[src/rtl/uart_if_param.sv]
`default_nettype none
// uart_if_param -- full-duplex UART, configurable frame, show-ahead RX FIFO, echo/host modes.
// Rev 1.0
module uart_if_param #(
  parameter int CLKS_PER_BIT = 108,
  parameter int DATA_BITS    = 8,
  parameter int PARITY       = 0,
  parameter int STOP_BITS    = 1,
  parameter int FIFO_DEPTH   = 16
) (
  input  logic                        clk,
  input  logic                        rstb,
  input  logic                        rxd,
  output logic                        txd,
  input  logic                        echo_en,
  output logic [DATA_BITS-1:0]        rx_data,
  output logic                        rx_valid,
  input  logic                        rx_ready,
  input  logic [DATA_BITS-1:0]        tx_data,
  input  logic                        tx_valid,
  output logic                        tx_ready,
  output logic [$clog2(FIFO_DEPTH):0] fifo_level,
  output logic                        frm_err,
  output logic                        par_err,
  output logic                        ovr_err
);
  localparam int CW = $clog2(CLKS_PER_BIT);
  localparam int BW = $clog2(DATA_BITS);
  localparam int AW = $clog2(FIFO_DEPTH);
  localparam logic [CW-1:0] C_BIT_M1    = CW'(CLKS_PER_BIT - 1);
  localparam logic [CW-1:0] C_HALF_M1   = CW'(CLKS_PER_BIT / 2 - 1);
  localparam logic [BW-1:0] C_LAST_BIT  = BW'(DATA_BITS - 1);
  localparam logic          C_LAST_STOP = 1'(STOP_BITS - 1);
  localparam logic          C_ODD       = (PARITY == 1);

  typedef enum logic [2:0] {R_IDLE, R_START, R_DATA, R_PARITY, R_STOP, R_BREAK} rx_state_e;
  typedef enum logic [2:0] {T_IDLE, T_START, T_DATA, T_PARITY, T_STOP} tx_state_e;

  logic rxd_s1_q, rxd_s2_q;

  rx_state_e            rx_st_q, rx_st_d;
  logic [CW-1:0]        rx_cnt_q, rx_cnt_d;
  logic [BW-1:0]        rx_bit_q, rx_bit_d;
  logic [DATA_BITS-1:0] rx_sh_q, rx_sh_d;
  logic                 rx_par_q, rx_par_d;
  logic                 frm_err_q, frm_err_d, par_err_q, par_err_d, ovr_err_q, ovr_err_d;

  logic [DATA_BITS-1:0] mem_q [FIFO_DEPTH];
  logic [AW-1:0]        wr_ptr_q, rd_ptr_q;
  logic [AW:0]          level_q;
  logic                 push_req, push, pop, empty, full;

  tx_state_e            tx_st_q, tx_st_d;
  logic [CW-1:0]        tx_cnt_q, tx_cnt_d;
  logic [BW-1:0]        tx_bit_q, tx_bit_d;
  logic [DATA_BITS-1:0] tx_sh_q, tx_sh_d, tx_src;
  logic                 tx_par_q, tx_par_d, tx_stop_q, tx_stop_d, txd_q, txd_d;
  logic                 tx_last, tx_idle, tx_start;

  always_ff @(posedge clk or negedge rstb) begin
    if (!rstb) begin
      rxd_s1_q <= 1'b1;
      rxd_s2_q <= 1'b1;
    end else begin
      rxd_s1_q <= rxd;
      rxd_s2_q <= rxd_s1_q;
    end
  end

  always_comb begin
    rx_st_d   = rx_st_q;
    rx_cnt_d  = rx_cnt_q;
    rx_bit_d  = rx_bit_q;
    rx_sh_d   = rx_sh_q;
    rx_par_d  = rx_par_q;
    push_req  = 1'b0;
    frm_err_d = 1'b0;
    par_err_d = 1'b0;
    case (rx_st_q)
      R_IDLE: if (!rxd_s2_q) begin
        rx_st_d  = R_START;
        rx_cnt_d = C_HALF_M1;
      end
      R_START: if (rx_cnt_q != '0) rx_cnt_d = rx_cnt_q - 1'b1;
        else if (rxd_s2_q) rx_st_d = R_IDLE;
        else begin
          rx_st_d  = R_DATA;
          rx_cnt_d = C_BIT_M1;
          rx_bit_d = '0;
        end
      R_DATA: if (rx_cnt_q != '0) rx_cnt_d = rx_cnt_q - 1'b1;
        else begin
          rx_sh_d  = {rxd_s2_q, rx_sh_q[DATA_BITS-1:1]};
          rx_cnt_d = C_BIT_M1;
          if (rx_bit_q == C_LAST_BIT) rx_st_d = (PARITY != 0) ? R_PARITY : R_STOP;
          else rx_bit_d = rx_bit_q + 1'b1;
        end
      R_PARITY: if (rx_cnt_q != '0) rx_cnt_d = rx_cnt_q - 1'b1;
        else begin
          rx_par_d = rxd_s2_q;
          rx_cnt_d = C_BIT_M1;
          rx_st_d  = R_STOP;
        end
      R_STOP: if (rx_cnt_q != '0) rx_cnt_d = rx_cnt_q - 1'b1;
        else if (!rxd_s2_q) begin
          // Line held low through the stop bit: wait out a possible break before re-arming.
          frm_err_d = 1'b1;
          rx_st_d   = R_BREAK;
        end else begin
          rx_st_d = R_IDLE;
          if ((PARITY != 0) && (rx_par_q != ((^rx_sh_q) ^ C_ODD))) par_err_d = 1'b1;
          else push_req = 1'b1;
        end
      R_BREAK: if (rxd_s2_q) rx_st_d = R_IDLE;
      default: rx_st_d = R_IDLE;
    endcase
  end

  assign empty     = (level_q == '0);
  assign full      = (level_q == (AW+1)'(FIFO_DEPTH));
  assign pop       = echo_en ? tx_start : (!empty && rx_ready);
  assign push      = push_req && (!full || pop);
  assign ovr_err_d = push_req && full && !pop;

  always_ff @(posedge clk or negedge rstb) begin
    if (!rstb) begin
      rx_st_q   <= R_IDLE;
      rx_cnt_q  <= '0;
      rx_bit_q  <= '0;
      rx_sh_q   <= '0;
      rx_par_q  <= 1'b0;
      frm_err_q <= 1'b0;
      par_err_q <= 1'b0;
      ovr_err_q <= 1'b0;
      wr_ptr_q  <= '0;
      rd_ptr_q  <= '0;
      level_q   <= '0;
    end else begin
      rx_st_q   <= rx_st_d;
      rx_cnt_q  <= rx_cnt_d;
      rx_bit_q  <= rx_bit_d;
      rx_sh_q   <= rx_sh_d;
      rx_par_q  <= rx_par_d;
      frm_err_q <= frm_err_d;
      par_err_q <= par_err_d;
      ovr_err_q <= ovr_err_d;
      if (push) wr_ptr_q <= wr_ptr_q + 1'b1;
      if (pop)  rd_ptr_q <= rd_ptr_q + 1'b1;
      level_q <= level_q + {{AW{1'b0}}, push} - {{AW{1'b0}}, pop};
    end
  end

  always_ff @(posedge clk) begin
    if (push) mem_q[wr_ptr_q] <= rx_sh_q;
  end

  assign rx_data    = empty ? '0 : mem_q[rd_ptr_q];
  assign rx_valid   = !empty && !echo_en;
  assign fifo_level = level_q;
  assign frm_err    = frm_err_q;
  assign par_err    = par_err_q;
  assign ovr_err    = ovr_err_q;

  // The last stop-bit cycle counts as idle so a queued frame starts with no gap.
  assign tx_last  = (tx_cnt_q == '0);
  assign tx_idle  = (tx_st_q == T_IDLE) ||
                    ((tx_st_q == T_STOP) && tx_last && (tx_stop_q == C_LAST_STOP));
  assign tx_start = tx_idle && (echo_en ? !empty : tx_valid);
  assign tx_src   = echo_en ? rx_data : tx_data;
  assign tx_ready = tx_idle && !echo_en;

  always_comb begin
    tx_st_d   = tx_st_q;
    tx_cnt_d  = tx_last ? C_BIT_M1 : tx_cnt_q - 1'b1;
    tx_bit_d  = tx_bit_q;
    tx_sh_d   = tx_sh_q;
    tx_par_d  = tx_par_q;
    tx_stop_d = tx_stop_q;
    txd_d     = txd_q;
    case (tx_st_q)
      T_START: if (tx_last) begin
        tx_st_d  = T_DATA;
        tx_bit_d = '0;
        txd_d    = tx_sh_q[0];
        tx_sh_d  = tx_sh_q >> 1;
      end
      T_DATA: if (tx_last) begin
        if (tx_bit_q != C_LAST_BIT) begin
          tx_bit_d = tx_bit_q + 1'b1;
          txd_d    = tx_sh_q[0];
          tx_sh_d  = tx_sh_q >> 1;
        end else if (PARITY != 0) begin
          tx_st_d = T_PARITY;
          txd_d   = tx_par_q;
        end else begin
          tx_st_d   = T_STOP;
          txd_d     = 1'b1;
          tx_stop_d = 1'b0;
        end
      end
      T_PARITY: if (tx_last) begin
        tx_st_d   = T_STOP;
        txd_d     = 1'b1;
        tx_stop_d = 1'b0;
      end
      T_STOP: if (tx_last) begin
        if (tx_stop_q == C_LAST_STOP) tx_st_d = T_IDLE;
        else tx_stop_d = 1'b1;
      end
      default: ;
    endcase
    if (tx_start) begin
      tx_st_d  = T_START;
      tx_cnt_d = C_BIT_M1;
      tx_sh_d  = tx_src;
      tx_par_d = (^tx_src) ^ C_ODD;
      txd_d    = 1'b0;
    end
  end

  always_ff @(posedge clk or negedge rstb) begin
    if (!rstb) begin
      tx_st_q   <= T_IDLE;
      tx_cnt_q  <= '0;
      tx_bit_q  <= '0;
      tx_sh_q   <= '0;
      tx_par_q  <= 1'b0;
      tx_stop_q <= 1'b0;
      txd_q     <= 1'b1;
    end else begin
      tx_st_q   <= tx_st_d;
      tx_cnt_q  <= tx_cnt_d;
      tx_bit_q  <= tx_bit_d;
      tx_sh_q   <= tx_sh_d;
      tx_par_q  <= tx_par_d;
      tx_stop_q <= tx_stop_d;
      txd_q     <= txd_d;
    end
  end

  assign txd = txd_q;

endmodule
`default_nettype wire

[config.mk]
export PLATFORM = sky130hd
export DESIGN_NAME = uart_if_param
export DESIGN_NICKNAME = d
export VERILOG_FILES = /design/src/rtl/uart_if_param.sv
export SDC_FILE = /design/constraint.sdc
export NUM_CORES = 1
export LEC_CHECK = 0
export CORE_ASPECT_RATIO = 0.9
export CORE_UTILIZATION = 54
export CTS_BUF_LIST = sky130_fd_sc_hd__clkbuf_8 sky130_fd_sc_hd__clkbuf_16
export DETAILED_ROUTE_END_ITERATION = 10
export HOLD_SLACK_MARGIN = 0.03
export PLACE_DENSITY = 0.72
export SKIP_CTS_REPAIR_TIMING = 1
export SYNTH_ARGS = -nofsm -noshare
export SYNTH_HDL_FRONTEND = slang
export SYNTH_SLANG_ARGS = --single-unit
[constraint.sdc]
create_clock -name clk -period 4.6 [get_ports clk]
set_input_delay 0.69 -clock clk [delete_from_list [all_inputs] [get_ports clk]]
set_output_delay 0.69 -clock clk [all_outputs]
set_load 0.05 [all_outputs]
**After elaboration in Yosys (flattened, before gate mapping)**

Memory sizes are Yosys's and may differ from the RTL's.
Index checks and enable logic that the tools add are counted.

- Memories: 1
- Bits in registers: 61
- Input port bits: 14
- Logic and storage cells: 165
- Output and inout bits: 19
- Bits in read-only memories: 0
- RAM bits: 128
- Latch bits: 0

Memory list:

| name | words | bits a word | read ports | clocked after Yosys merged registers in | wr ports | line | text |
|---|---|---|---|---|---|---|---|
| mem_q | 16 | 8 | 1 | 0 | 1 | 48 | `logic [DATA_BITS-1:0] mem_q [FIFO_DEPTH];` |

- Order comparisons: 0
- Equal/unequal tests: 36
- Muxes and demuxes: 64
- Add/sub/neg operators: 8
- Bitwise operators: 2
- $mul: 0
- Shifts and indexed selects: 0
- Reduce and logical (&&, ||, !) cells: 37
- Divide/modulo/power cells: 0

Operators with widths:

| operator | number |
|---|---|
| $mux W3 | 22 |
| $mux W7 | 7 |
| $mux W8 | 6 |
| $ne A2 B2 Y1 const B | 16 |
| $pmux W7 S4 | 1 |
| $ne A3 B3 Y1 const B | 9 |
| $mux W1 | 20 |
| $pmux W3 S6 | 1 |
| $pmux W8 S2 | 1 |
| $reduce_and A4 Y1 | 4 |
| $reduce_and A7 Y1 | 2 |
| $sub A7 B1 Y7 const B | 2 |
| $eq A3 B2 Y1 const B | 4 |
| $eq A3 B3 Y1 const B | 4 |
| $pmux W3 S2 | 2 |
| $pmux W3 S4 | 1 |
| $reduce_and A5 Y1 | 2 |
| $logic_and A1 B1 Y1 | 9 |
| $add A4 B1 Y4 const B | 2 |
| $reduce_bool A4 Y1 | 2 |
| $logic_not A7 Y1 | 1 |
| $reduce_bool A7 Y1 | 1 |
| $add A3 B1 Y3 const B | 2 |
| $eq A3 B1 Y1 const B | 2 |
| other kinds (15) | 24 |

**Longest topological paths before layout**

Gate-level depths: netlist of the first run.

- Depth in word-level cells: 10
- Mapped depth: 19
- Mapped depth without buffers: 17

**Worst setup path after synthesis of the first run**

No wires, ideal clock.

- Path type: register to output
- Start: register level_q[2], in the netlist fifo_level[2]
- End: output port rx_data[3]
- Stages on the path, launching flop included: 6
- Setup slack: 1585 ps
- Data required time: 3910 ps
- Path buffers: 0
- Arrival time: 2325 ps
- Path through: dfrtp_1 inv_1 ha_1 nor4b_2 a311o_1 o22ai_1

- Cells in the longest elaborated chain, start to end: 2

RTL lines:

| element | line | text |
|---|---|---|
| start, declared | 50 | `logic [AW:0] level_q;` |
| start signal, assigned | 149 | `level_q <= level_q + {{AW{1'b0}}, push} - {{AW{1'b0}}, pop};` |
| $logic_not A5 Y1 | 119 | `assign empty = (level_q == '0);` |
| $mux W8 | 157 | `assign rx_data = empty ? '0 : mem_q[rd_ptr_q];` |
| end, declared | 16 | `output logic [DATA_BITS-1:0] rx_data,` |

No other way between the ends.

**Worst setup path after layout of the first run**

- Start: register rd_ptr_q[1]
- End: output port rx_data[3]

- Cells in the longest elaborated chain, start to end: 2

RTL lines:

| element | line | text |
|---|---|---|
| start, declared | 49 | `logic [AW-1:0] wr_ptr_q, rd_ptr_q;` |
| start signal, assigned | 148 | `if (pop) rd_ptr_q <= rd_ptr_q + 1'b1;` |
| $mem_v2 Z16 W8 | - |  |
| $mux W8 | 157 |  |

No other way between the ends.

==> impl_metrics.json, run 1 <==
{
  "power_frac_comb_pct": 23.6,
  "hold_viol_final": 0,
  "die_h_um": 120.3,
  "tritoncts": "done",
  "report.final.slew_viol_count": 0,
  "max_freq_mhz": 258.3,
  "die_area_um2": 16050,
  "drive_above_1_share_pct": 15.89,
  "clockRootBuffer": "clkbuf_16",
  "htreeDepth": 4,
  "antenna_found_initial": 0,
  "n_antenna_cell": 0,
  "final.period_utilization_pct": 84.15,
  "post_drt_wl_per_cell_um": 20.63,
  "min_period_ns": 3.871,
  "synthTopCellsByArea": "edfxtp_1 46%, dfrtp_1 17%, mux4_2 6.2%, ha_1 2.8%, mux2i_1 2.7%",
  "crit_buf_inv": 2,
  "swShare_pct": 29.34,
  "syn_area_um2": 8396,
  "globalplace.congestion": 0.7890,
  "nets": 625,
  "n_fill_cell": 1093,
  "synthesis.nets": 593,
  "ant_nets": 0,
  "track_usage_pct": 22.52,
  "seq_area_frac_synth_pct": 63.71,
  "slew_headroom_pct": 47.77,
  "avgSynthCellArea_um2": 15.02,
  "synth_top_area_share_pct": 45.78,
  "seq_area_um2": 5349,
  "row_count": 42,
  "fin_worst_skew_ns": 0.01276,
  "multi_input_area_um2": 2773,
  "grt_pass1_wl_mm": 26.50,
  "portBuffers": 31,
  "syn_to_final_growth_pct": 13.01,
  "synthFlopType": "edfxtp_1",
  "power_frac_clock_pct": 34.4,
  "worstPathRequired_ns": 3.91,
  "start_kind": "flip-flop",
  "top_level_ports": 33,
  "clkSinkCount": 188,
  "grt_overflow": 0,
  "dr.first_iter.drc_count": 384,
  "synth_edf_count": 128,
  "clockBufferDepth": 2,
  "cpMaxStageDelayCell": "clkdlybuf4s50_1",
  "max_cap_viol_count": 0,
  "yosysWarningCount": 0,
  "grt_max_degree": 61,
  "status": "finished, final reports clean",
  "cp_top_family": "buffers and inverters",
  "drc_errors": 0,
  "synth_top_area_cell": "edfxtp_1",
  "die-width_um": 133.4,
  "tns_ns": 0,
  "crit_chain": "buf_12 > mux4_1 > mux2i_1 > o22ai_1 > clkdlybuf4s50_1",
  "switching_power_uw": 1348,
  "synth_cell_types": 57,
  "cpPeakStageDelay_ns": 0.73,
  "dr_total_vias": 4824,
  "first_global_vias": 4846,
  "arrival_ns": 3.18,
  "min_path_type": "flip-flop to flip-flop",
  "setup-violations-final": 0,
  "vdd_drop_max_uv": 259.2,
  "core-area_um2": 14920,
  "critPathKind": "flip-flop to primary output",
  "internal_power_uw": 3246,
  "tightest_slew_ns": 0.7835,
  "ys_seq_elements": 188,
  "dp_hpwl_mm": 10.80,
  "power_density_nw_per_um2": 484.1,
  "viasPerCell": 6.015,
  "wirelength_mm": 16.55,
  "syn_inst": 559,
  "crit_fanout": 29,
  "start_util_pct": 56.25,
  "async_flop_share_pct": 31.91,
  "power_uw": 4593,
  "seqPwrFrac_pct": 42.0,
  "leakage_uw": 0.003924,
  "worst_setup_path_end_kind": "primary output",
  "clk_pin_slew_worst_paths_ns": 0.07,
  "dr.pass1.iters": 5,
  "rsz0062_at_grt": "no",
  "numCtsBuffers": 17,
  "clock_latency_ns": 0.43
}
-- logic make-up after synthesis --
| logic type | count (synthesis) | synth area share, % |
|---|---|---|
| AND/OR/NAND/NOR | 141 | 8.555 |
| other | 1 | 0.04467 |
| adder cells (fa/ha/maj) | 20 | 3.070 |
| flip-flops | 188 | 63.71 |
| AO/OA/AOI/OAI | 81 | 7.422 |
| multiplexers | 63 | 12.27 |
| buffers and inverters | 49 | 3.264 |
| XOR/XNOR | 16 | 1.669 |
-- power groups by stage --
| stage | combinational (µW) | sequential, µW | clock [µW] |
|---|---|---|---|
| after global placement | 1080 | 1960 | 0 |
| after CTS | 1100 | 1930 | 1600 |
| after floorplan | 786 | 1990 | 0 |
| after detailed placement | 1100 | 1960 | 0 |
| final | 1090 | 1930 | 1580 |
| after global routing | 1160 | 1940 | 1660 |
-- routing by layer --
metal | global-route usage (%) | share of wire (%)
met5 | 0 | 0
met4 | 7.955 | 1.7
met3 | 5.199 | 5.9
met2 | 36.10 | 48
met1 | 30.38 | 44
-- placed cells by master, fill, tap and decap left out, drive strengths merged, types with 7 or more instances in the layout --
master         count
clkbuf            18
nand3             19
dfrtp             57
a21oi             14
nand2             32
and3              18
xnor2             10
ha                19
inv               25
edfxtp           128
clkdlybuf4s50     30
a211oi            10
nor2b             13
mux2              11
nor3               7
nor2              33
mux2i             23
o21ai             21
mux4              29
buf                9
-- cell usage after synthesis, drive strengths merged, types with 13 or more instances --
library cell	count
edfxtp	128
o21ai	21
ha	19
nand2	32
mux2i	23
a21oi	14
nand3	19
nor2b	13
mux4	29
buf	22
and3	18
nor2	33
inv	23
dfrtp	57
-- sequential cells by signal, summed over array words and instances (netlist names), 3 cells and up --
| register | flops |
|---|---|
| mem_q | 128 |
| fifo_level | 5 |
| rx_bit_q | 3 |
| rx_sh_q | 8 |
| tx_bit_q | 3 |
| rx_st_q | 3 |
| rx_cnt_q | 7 |
| tx_st_q | 3 |
| rd_ptr_q | 4 |
| tx_sh_q | 8 |
| tx_cnt_q | 7 |
| wr_ptr_q | 4 |
-- final cells by class --
type                    instances  share of cell area, %
multi-input cells             322                  29.22
clock buffers                  18                  4.629
flip-flops and latches        188                  56.38
well taps                     198                  2.611
clock inverters                14                  2.136
inverters                      23                 0.9099
repair buffers                 39                  4.114
-- metrics by stage --
| stage | utilization, % | hold WS (ns) | cells | cell area [µm²] | setup slack [ns] |
|---|---|---|---|---|---|
| floorplan | - | 0.3452 | 559 | 8396 | 1.585 |
| global placement | 59.27 | 0.3472 | 770 | 8846 | 0.9771 |
| detailed placement | 59.27 | 0.3481 | 770 | 8846 | 0.8930 |
| CTS | 63.57 | 0.3569 | 802 | 9488 | 0.7095 |
| global route | 63.57 | 0.3675 | 802 | 9488 | 0.6479 |
| finish | 63.57 | 0.3555 | 802 | 9488 | 0.7292 |
-- worst paths after layout --
| check | slack [ns] | startpoint | depth (start not counted) | endpoint |
|---|---|---|---|---|
| worst max-delay path | 0.73 | rd_ptr_q[1] | 5 | rx_data[3] |
| worst min-delay path | 0.36 | rxd_s1_q | 0 | rxd_s2_q |
| worst max register to register | 0.97 | rx_cnt_q[0] | 17 | fifo_level[4] |
| worst min register to register | 0.36 | rxd_s1_q | 0 | rxd_s2_q |
| max in group asynchronous | 3.65 | rstb | 2 | rx_st_q[0] |
| min in group asynchronous | 0.40 | rstb | 2 | tx_cnt_q[3] |
Power figures use the tool's default switching activity.
==> inputs of run 2 (changes only) <==
==> constraint.sdc (replaced) <==
create_clock -name clk -period 3.9 [get_ports clk]
set_input_delay 0.585 -clock clk [delete_from_list [all_inputs] [get_ports clk]]
set_output_delay 0.585 -clock clk [all_outputs]
set_load 0.05 [all_outputs]
==> run 2 against run 1 <==
Power grew 13%. Sequential power grew 18%. Global-route usage shrank 0.96 points. Non-clock buffer count grew 2. Final cell count grew 0.25%.
==> impl_metrics.json, run 2 (synthesis gave the netlist of run 1 again) <==
{
  "power_frac_comb_pct": 25.3,
  "crit_chain": "buf_4 > mux4_1 > mux2i_1 > o22ai_1 > clkdlybuf4s50_1",
  "n_fill_cell": 1079,
  "seqPwrFrac_pct": 43.8,
  "drive_above_1_share_pct": 16.01,
  "r2r_end": "fifo_level[4]",
  "start_util_pct": 56.25,
  "min_period_ns": 3.638,
  "slew_headroom_pct": 47.82,
  "min_path_type": "input port to asynchronous set/reset pin",
  "row_count": 42,
  "cpPeakStageDelay_ns": 0.74,
  "top_level_ports": 33,
  "dr.pass1.iters": 5,
  "syn_to_final_growth_pct": 12.38,
  "dr.first_iter.drc_count": 382,
  "postPlaceCellArea_um2": 8871,
  "fin_cells": 804,
  "internal_power_uw": 3627,
  "n_antenna_cell": 0,
  "rsz0062_at_grt": "no",
  "track_usage_pct": 21.56,
  "leakage_uw": 0.003921,
  "first_global_vias": 4729,
  "final.period_utilization_pct": 93.27,
  "hold_viol_final": 0,
  "grt_overflow": 0,
  "critPathKind": "flip-flop to primary output",
  "die-width_um": 133.4,
  "portBuffers": 31,
  "worstPathRequired_ns": 3.31,
  "clk_pin_slew_worst_paths_ns": 0.06,
  "grt_max_degree": 33,
  "cpMaxStageDelayCell": "clkdlybuf4s50_1",
  "dp_hpwl_mm": 10.77,
  "power_density_nw_per_um2": 550.6,
  "clockRootBuffer": "clkbuf_16",
  "die_h_um": 120.3,
  "setup-violations-final": 0,
  "arrival_ns": 3.05,
  "grt_use_met2_pct": 33.98,
  "switching_power_uw": 1568,
  "dr_total_vias": 4772,
  "numCtsBuffers": 17,
  "drc_errors": 0,
  "fin_worst_skew_ns": 0.01060,
  "die_area_um2": 16050,
  "clock_latency_ns": 0.43,
  "grt.busiest_layer": "met2",
  "viasPerCell": 5.935,
  "crit_fanout": 13,
  "worst_slack_ns": 0.2623,
  "layout_commonest_cell": "edfxtp_1",
  "largest-register": "mem_q",
  "status": "finished, final reports clean",
  "clockBufferDepth": 2,
  "final_cell_mix": "128 x edfxtp_1, 57 x dfrtp_1, 32 x nor2_1, 32 x nand2_1, 29 x clkdlybuf4s50_1",
  "htreeDepth": 4,
  "swShare_pct": 30.18,
  "tightest_slew_ns": 0.7799,
  "nets": 627,
  "grt_use_met3_pct": 5.493,
  "grt_pass1_wl_mm": 25.46,
  "pre_cts_slack_ns": 0.6125,
  "vdd_drop_max_uv": 330.4,
  "largest_reg_flops": 128,
  "wirelength_mm": 15.93,
  "globalplace.congestion": 0.8070,
  "dp.cells": 772,
  "cp-startpoint": "rd_ptr_q[1]",
  "post_drt_wl_per_cell_um": 19.81,
  "worst_setup_path_end_kind": "primary output",
  "power_uw": 5195,
  "core-area_um2": 14920,
  "grt_util_met1_pct": 29.65,
  "rr_worst_depth": 17,
  "report.final.slew_viol_count": 0,
  "tritoncts": "done",
  "max_cap_viol_count": 0,
  "clkSinkCount": 188,
  "r2r-start": "rx_cnt_q[0]",
  "design_area_um2": 9435,
  "r2r_slack_ns": 0.56,
  "reg.largest.list": "mem_q (128), rx_sh_q (8), tx_sh_q (8)",
  "start_kind": "flip-flop",
  "endpoint": "rx_data[3]",
  "tns_ns": 0,
  "ant_nets": 0,
  "max_freq_mhz": 274.9,
  "power_frac_clock_pct": 30.9,
  "antenna_found_initial": 0
}
-- run 2: cell count changes in the layout (fill, tap and decap cells not counted) --
cell             previous run  this run
buf_4                       6         8
clkbuf_16                  17        18
clkdlybuf4s50_1            30        29
buf_12                      2         3
inv_1                      25        27
clkinvlp_4                  4         2
bufinv_16                   5         0
clkbuf_8                    1         5
-- run 2: worst max-delay path: cells and delay by family, from the launching register on --
kind	cells	cell delay, ns
buffers and inverters	2	1.06
flip-flops	1	0.55
AO/OA/AOI/OAI	1	0.18
multiplexers	2	0.83
-- run 2: power groups by stage --
| stage | clock, µW | combinational, µW | sequential (µW) |
|---|---|---|---|
| after floorplan | 0 | 927 | 2350 |
| after global placement | 0 | 1310 | 2310 |
| after detailed placement | 0 | 1320 | 2310 |
| after CTS | 1630 | 1330 | 2270 |
| after global routing | 1710 | 1390 | 2280 |
| final | 1610 | 1320 | 2270 |
-- run 2: routing by layer --
layer | wire, µm | part of all wire [%]
met2 | 7647 | 48
met3 | 754 | 4.7
met1 | 7300 | 46
met4 | 227 | 1.4
met5 | 0 | 0
-- run 2: worst min path at each step --
stage	slack, ns	cells after the start	to
final	0.17	1	tx_cnt_q[4]
after global routing	0.21	1	tx_cnt_q[4]
after CTS	0.18	1	tx_cnt_q[4]
after detailed placement	0.35	0	rxd_s2_q
after global placement	0.35	0	rxd_s2_q
after floorplan	0.29	0	fifo_level[0]
-- run 2: layout make-up --
class,instances,area [µm²],share of cell area (%)
flip-flops and latches,188,5349,56.69
clock buffers,23,519.2,5.503
inverters,23,86.33,0.9150
multi-input cells,322,2773,29.39
well taps,198,247.7,2.626
repair buffers,41,415.4,4.403
clock inverters,9,45.04,0.4774
-- run 2: metrics by stage --
step	util, %	hold slack (ns)
global route	63.22	0.2079
global placement	59.44	0.3462
CTS	63.22	0.1812
detailed placement	59.44	0.3472
finish	63.22	0.1651
floorplan	-	0.2894
==> inputs of run 3 (changes only) <==
--- a/config.mk
+++ b/config.mk
@@ -5,7 +5,9 @@
 export SDC_FILE = /design/constraint.sdc
 export NUM_CORES = 1
 export LEC_CHECK = 0
+export CAP_MARGIN = 20
 export CORE_ASPECT_RATIO = 0.9
+export CORE_MARGIN = 3
 export CORE_UTILIZATION = 54
 export CTS_BUF_LIST = sky130_fd_sc_hd__clkbuf_8 sky130_fd_sc_hd__clkbuf_16
 export DETAILED_ROUTE_END_ITERATION = 10
==> constraint.sdc (replaced) <==
create_clock -name clk -period 3.9 [get_ports clk]
set_input_delay 0.585 -clock clk [delete_from_list [all_inputs] [get_ports clk]]
set_output_delay 0.585 -clock clk [all_outputs]
set_load 0.1 [all_outputs]
==> run 3 against run 2 <==
Non-clock buffer count rose by 2. Sequential power grew 4%. Sequential cell count stayed put. Hold slack better by 0.19 ns. Final cell count increased by 0.25%. Worst setup slack improved by 0.28 ns. Wire length up 1.6%. Design area grew 0.91%. Core utilization increased by 0.35 points. Fmax is 8.3% higher. Clock-buffer cell count unchanged. Combinational power rose by 15%. Largest power group unchanged. Highest routed layer unchanged.
==> impl_metrics.json, run 3 (synthesis gave the netlist of run 1 again) <==
{
  "report.final.slew_viol_count": 0,
  "wirelength_mm": 16.18,
  "critPathKind": "flip-flop to primary output",
  "clockRootBuffer": "clkbuf_16",
  "cpMaxStageDelayCell": "dfrtp_2",
  "min_period_ns": 3.360,
  "final.period_utilization_pct": 86.15,
  "fin_worst_skew_ns": 0.006570,
  "leakage_uw": 0.003967,
  "drc_errors": 0,
  "tightest_slew_ns": 0.9776,
  "worst_setup_path_end_kind": "primary output",
  "hold_viol_final": 0,
  "cpPeakStageDelay_ns": 0.93,
  "n_fill_cell": 1044,
  "start_util_pct": 56.06,
  "setup-violations-final": 0,
  "dr.first_iter.drc_count": 436,
  "antenna_found_initial": 0,
  "portBuffers": 31,
  "row_count": 42,
  "max_cap_viol_count": 0,
  "die-width_um": 137.4,
  "viasPerCell": 5.933,
  "crit_chain": "buf_4 > mux4_1 > mux2i_1 > o22ai_2 > buf_4",
  "htreeDepth": 4,
  "status": "finished, final reports clean",
  "vdd_drop_max_uv": 494.7,
  "dr_total_vias": 4782,
  "arrival_ns": 2.78,
  "tns_ns": 0,
  "first_global_vias": 4901,
  "crit_fanout": 31,
  "grt_overflow": 0,
  "finish.utilization_pct": 63.58,
  "min_path_type": "flip-flop to flip-flop",
  "track_usage_pct": 20.36,
  "final_cell_mix": "128 x edfxtp_1, 56 x dfrtp_1, 32 x nor2_1, 32 x nand2_1",
  "postPlaceCellArea_um2": 8894,
  "numCtsBuffers": 17,
  "dp.cells": 772,
  "start_kind": "flip-flop",
  "clkSinkCount": 188,
  "n_antenna_cell": 0,
  "globalplace.congestion": 0.8221,
  "dp_hpwl_mm": 10.51,
  "largest_reg_flops": 128,
  "grt_util_met1_pct": 28.48,
  "clockBufferDepth": 2,
  "worstPathRequired_ns": 3.31,
  "largest-register": "mem_q",
  "multi_input_area_um2": 2779,
  "max_freq_mhz": 297.6,
  "fin_cells": 806,
  "die_h_um": 124.3,
  "drive_above_1_share_pct": 18.59,
  "post_drt_wl_per_cell_um": 20.07,
  "grt_use_met2_pct": 32.00,
  "clk_pin_slew_worst_paths_ns": 0.06,
  "slew_headroom_pct": 34.62,
  "die_area_um2": 17080,
  "grt.busiest_layer": "met2",
  "nets": 629,
  "crit_top_cell": "buf_4",
  "tritoncts": "done",
  "top_level_ports": 33,
  "clock_latency_ns": 0.42,
  "dr.pass1.iters": 5,
  "ant_nets": 0,
  "core-area_um2": 14980,
  "power_density_nw_per_um2": 587.4,
  "seq_area_um2": 5350,
  "layout_commonest_cell": "edfxtp_1",
  "rsz0062_at_grt": "no",
  "grt_use_met3_pct": 4.927,
  "syn_to_final_growth_pct": 13.41,
  "reg.largest.list": "mem_q (128), rx_sh_q (8), tx_sh_q (8)",
  "grt_pass1_wl_mm": 26.36,
  "grt_max_degree": 44,
  "design_area_um2": 9522
}
## run 3: changes by cell type in the layout (fill, tap and decap cells not counted), sizes merged
cell and delta:
buf +10, clkdlybuf4s50 -9, bufinv +1, clkinv +1, clkinvlp -1, dlygate4sd3 +1
inv -1
## run 3: cell type report
type | count | area share, %
clock inverters | 9 | 0.8279
flip-flops and latches | 188 | 56.19
clock buffers | 23 | 5.453
inverters | 23 | 0.9067
repair buffers | 43 | 4.836
multi-input cells | 322 | 29.19
well taps | 198 | 2.602
## run 3: critical path, delay by kind of cell (launching register included)
kind,cells,cell delay (ns)
AOI/OAI and AO/OA,1,0.11
buffers and inverters,2,0.57
DFF,1,0.93
muxes,2,0.73
## run 3: per-stage QoR
step | hold WS, ns | setup slack, ns | total power [µW]
3_5_place_dp | 0.3475 | 0.5701 | 3933
4_1_cts | 0.3382 | 0.4772 | 5628
3_3_place_gp | 0.3462 | 0.7267 | 3916
6_report | 0.3560 | 0.5400 | 5593
5_1_grt | 0.3657 | 0.2720 | 5809
2_1_floorplan | 0.2894 | 0.2647 | 3557
## run 3: worst paths after layout
check / start / to / slack [ns] / depth (start not counted)
setup / recovery: rd_ptr_q[1] / rx_data[3] / 0.54 / 5
max in group asynchronous: rstb / rxd_s1_q / 2.55 / 4
hold / removal: rxd_s1_q / rxd_s2_q / 0.36 / 0
setup reg to reg: rx_cnt_q[0] / fifo_level[4] / 0.57 / 17
min in group asynchronous: rstb / tx_cnt_q[6] / 0.52 / 2
hold reg to reg: rxd_s1_q / rxd_s2_q / 0.36 / 0
## run 3: report_power, final
part	total [µW]	switching (µW)	internal [µW]
logic	1520	951	568
registers	2360	199	2160
clock network	1710	708	1000
total	5590	1860	3740
## run 3: metal layers
layer,share of wire (%),wire length [µm]
met1,45,7207
met2,48,7775
met3,6.0,974
met4,1.4,219
met5,0,0
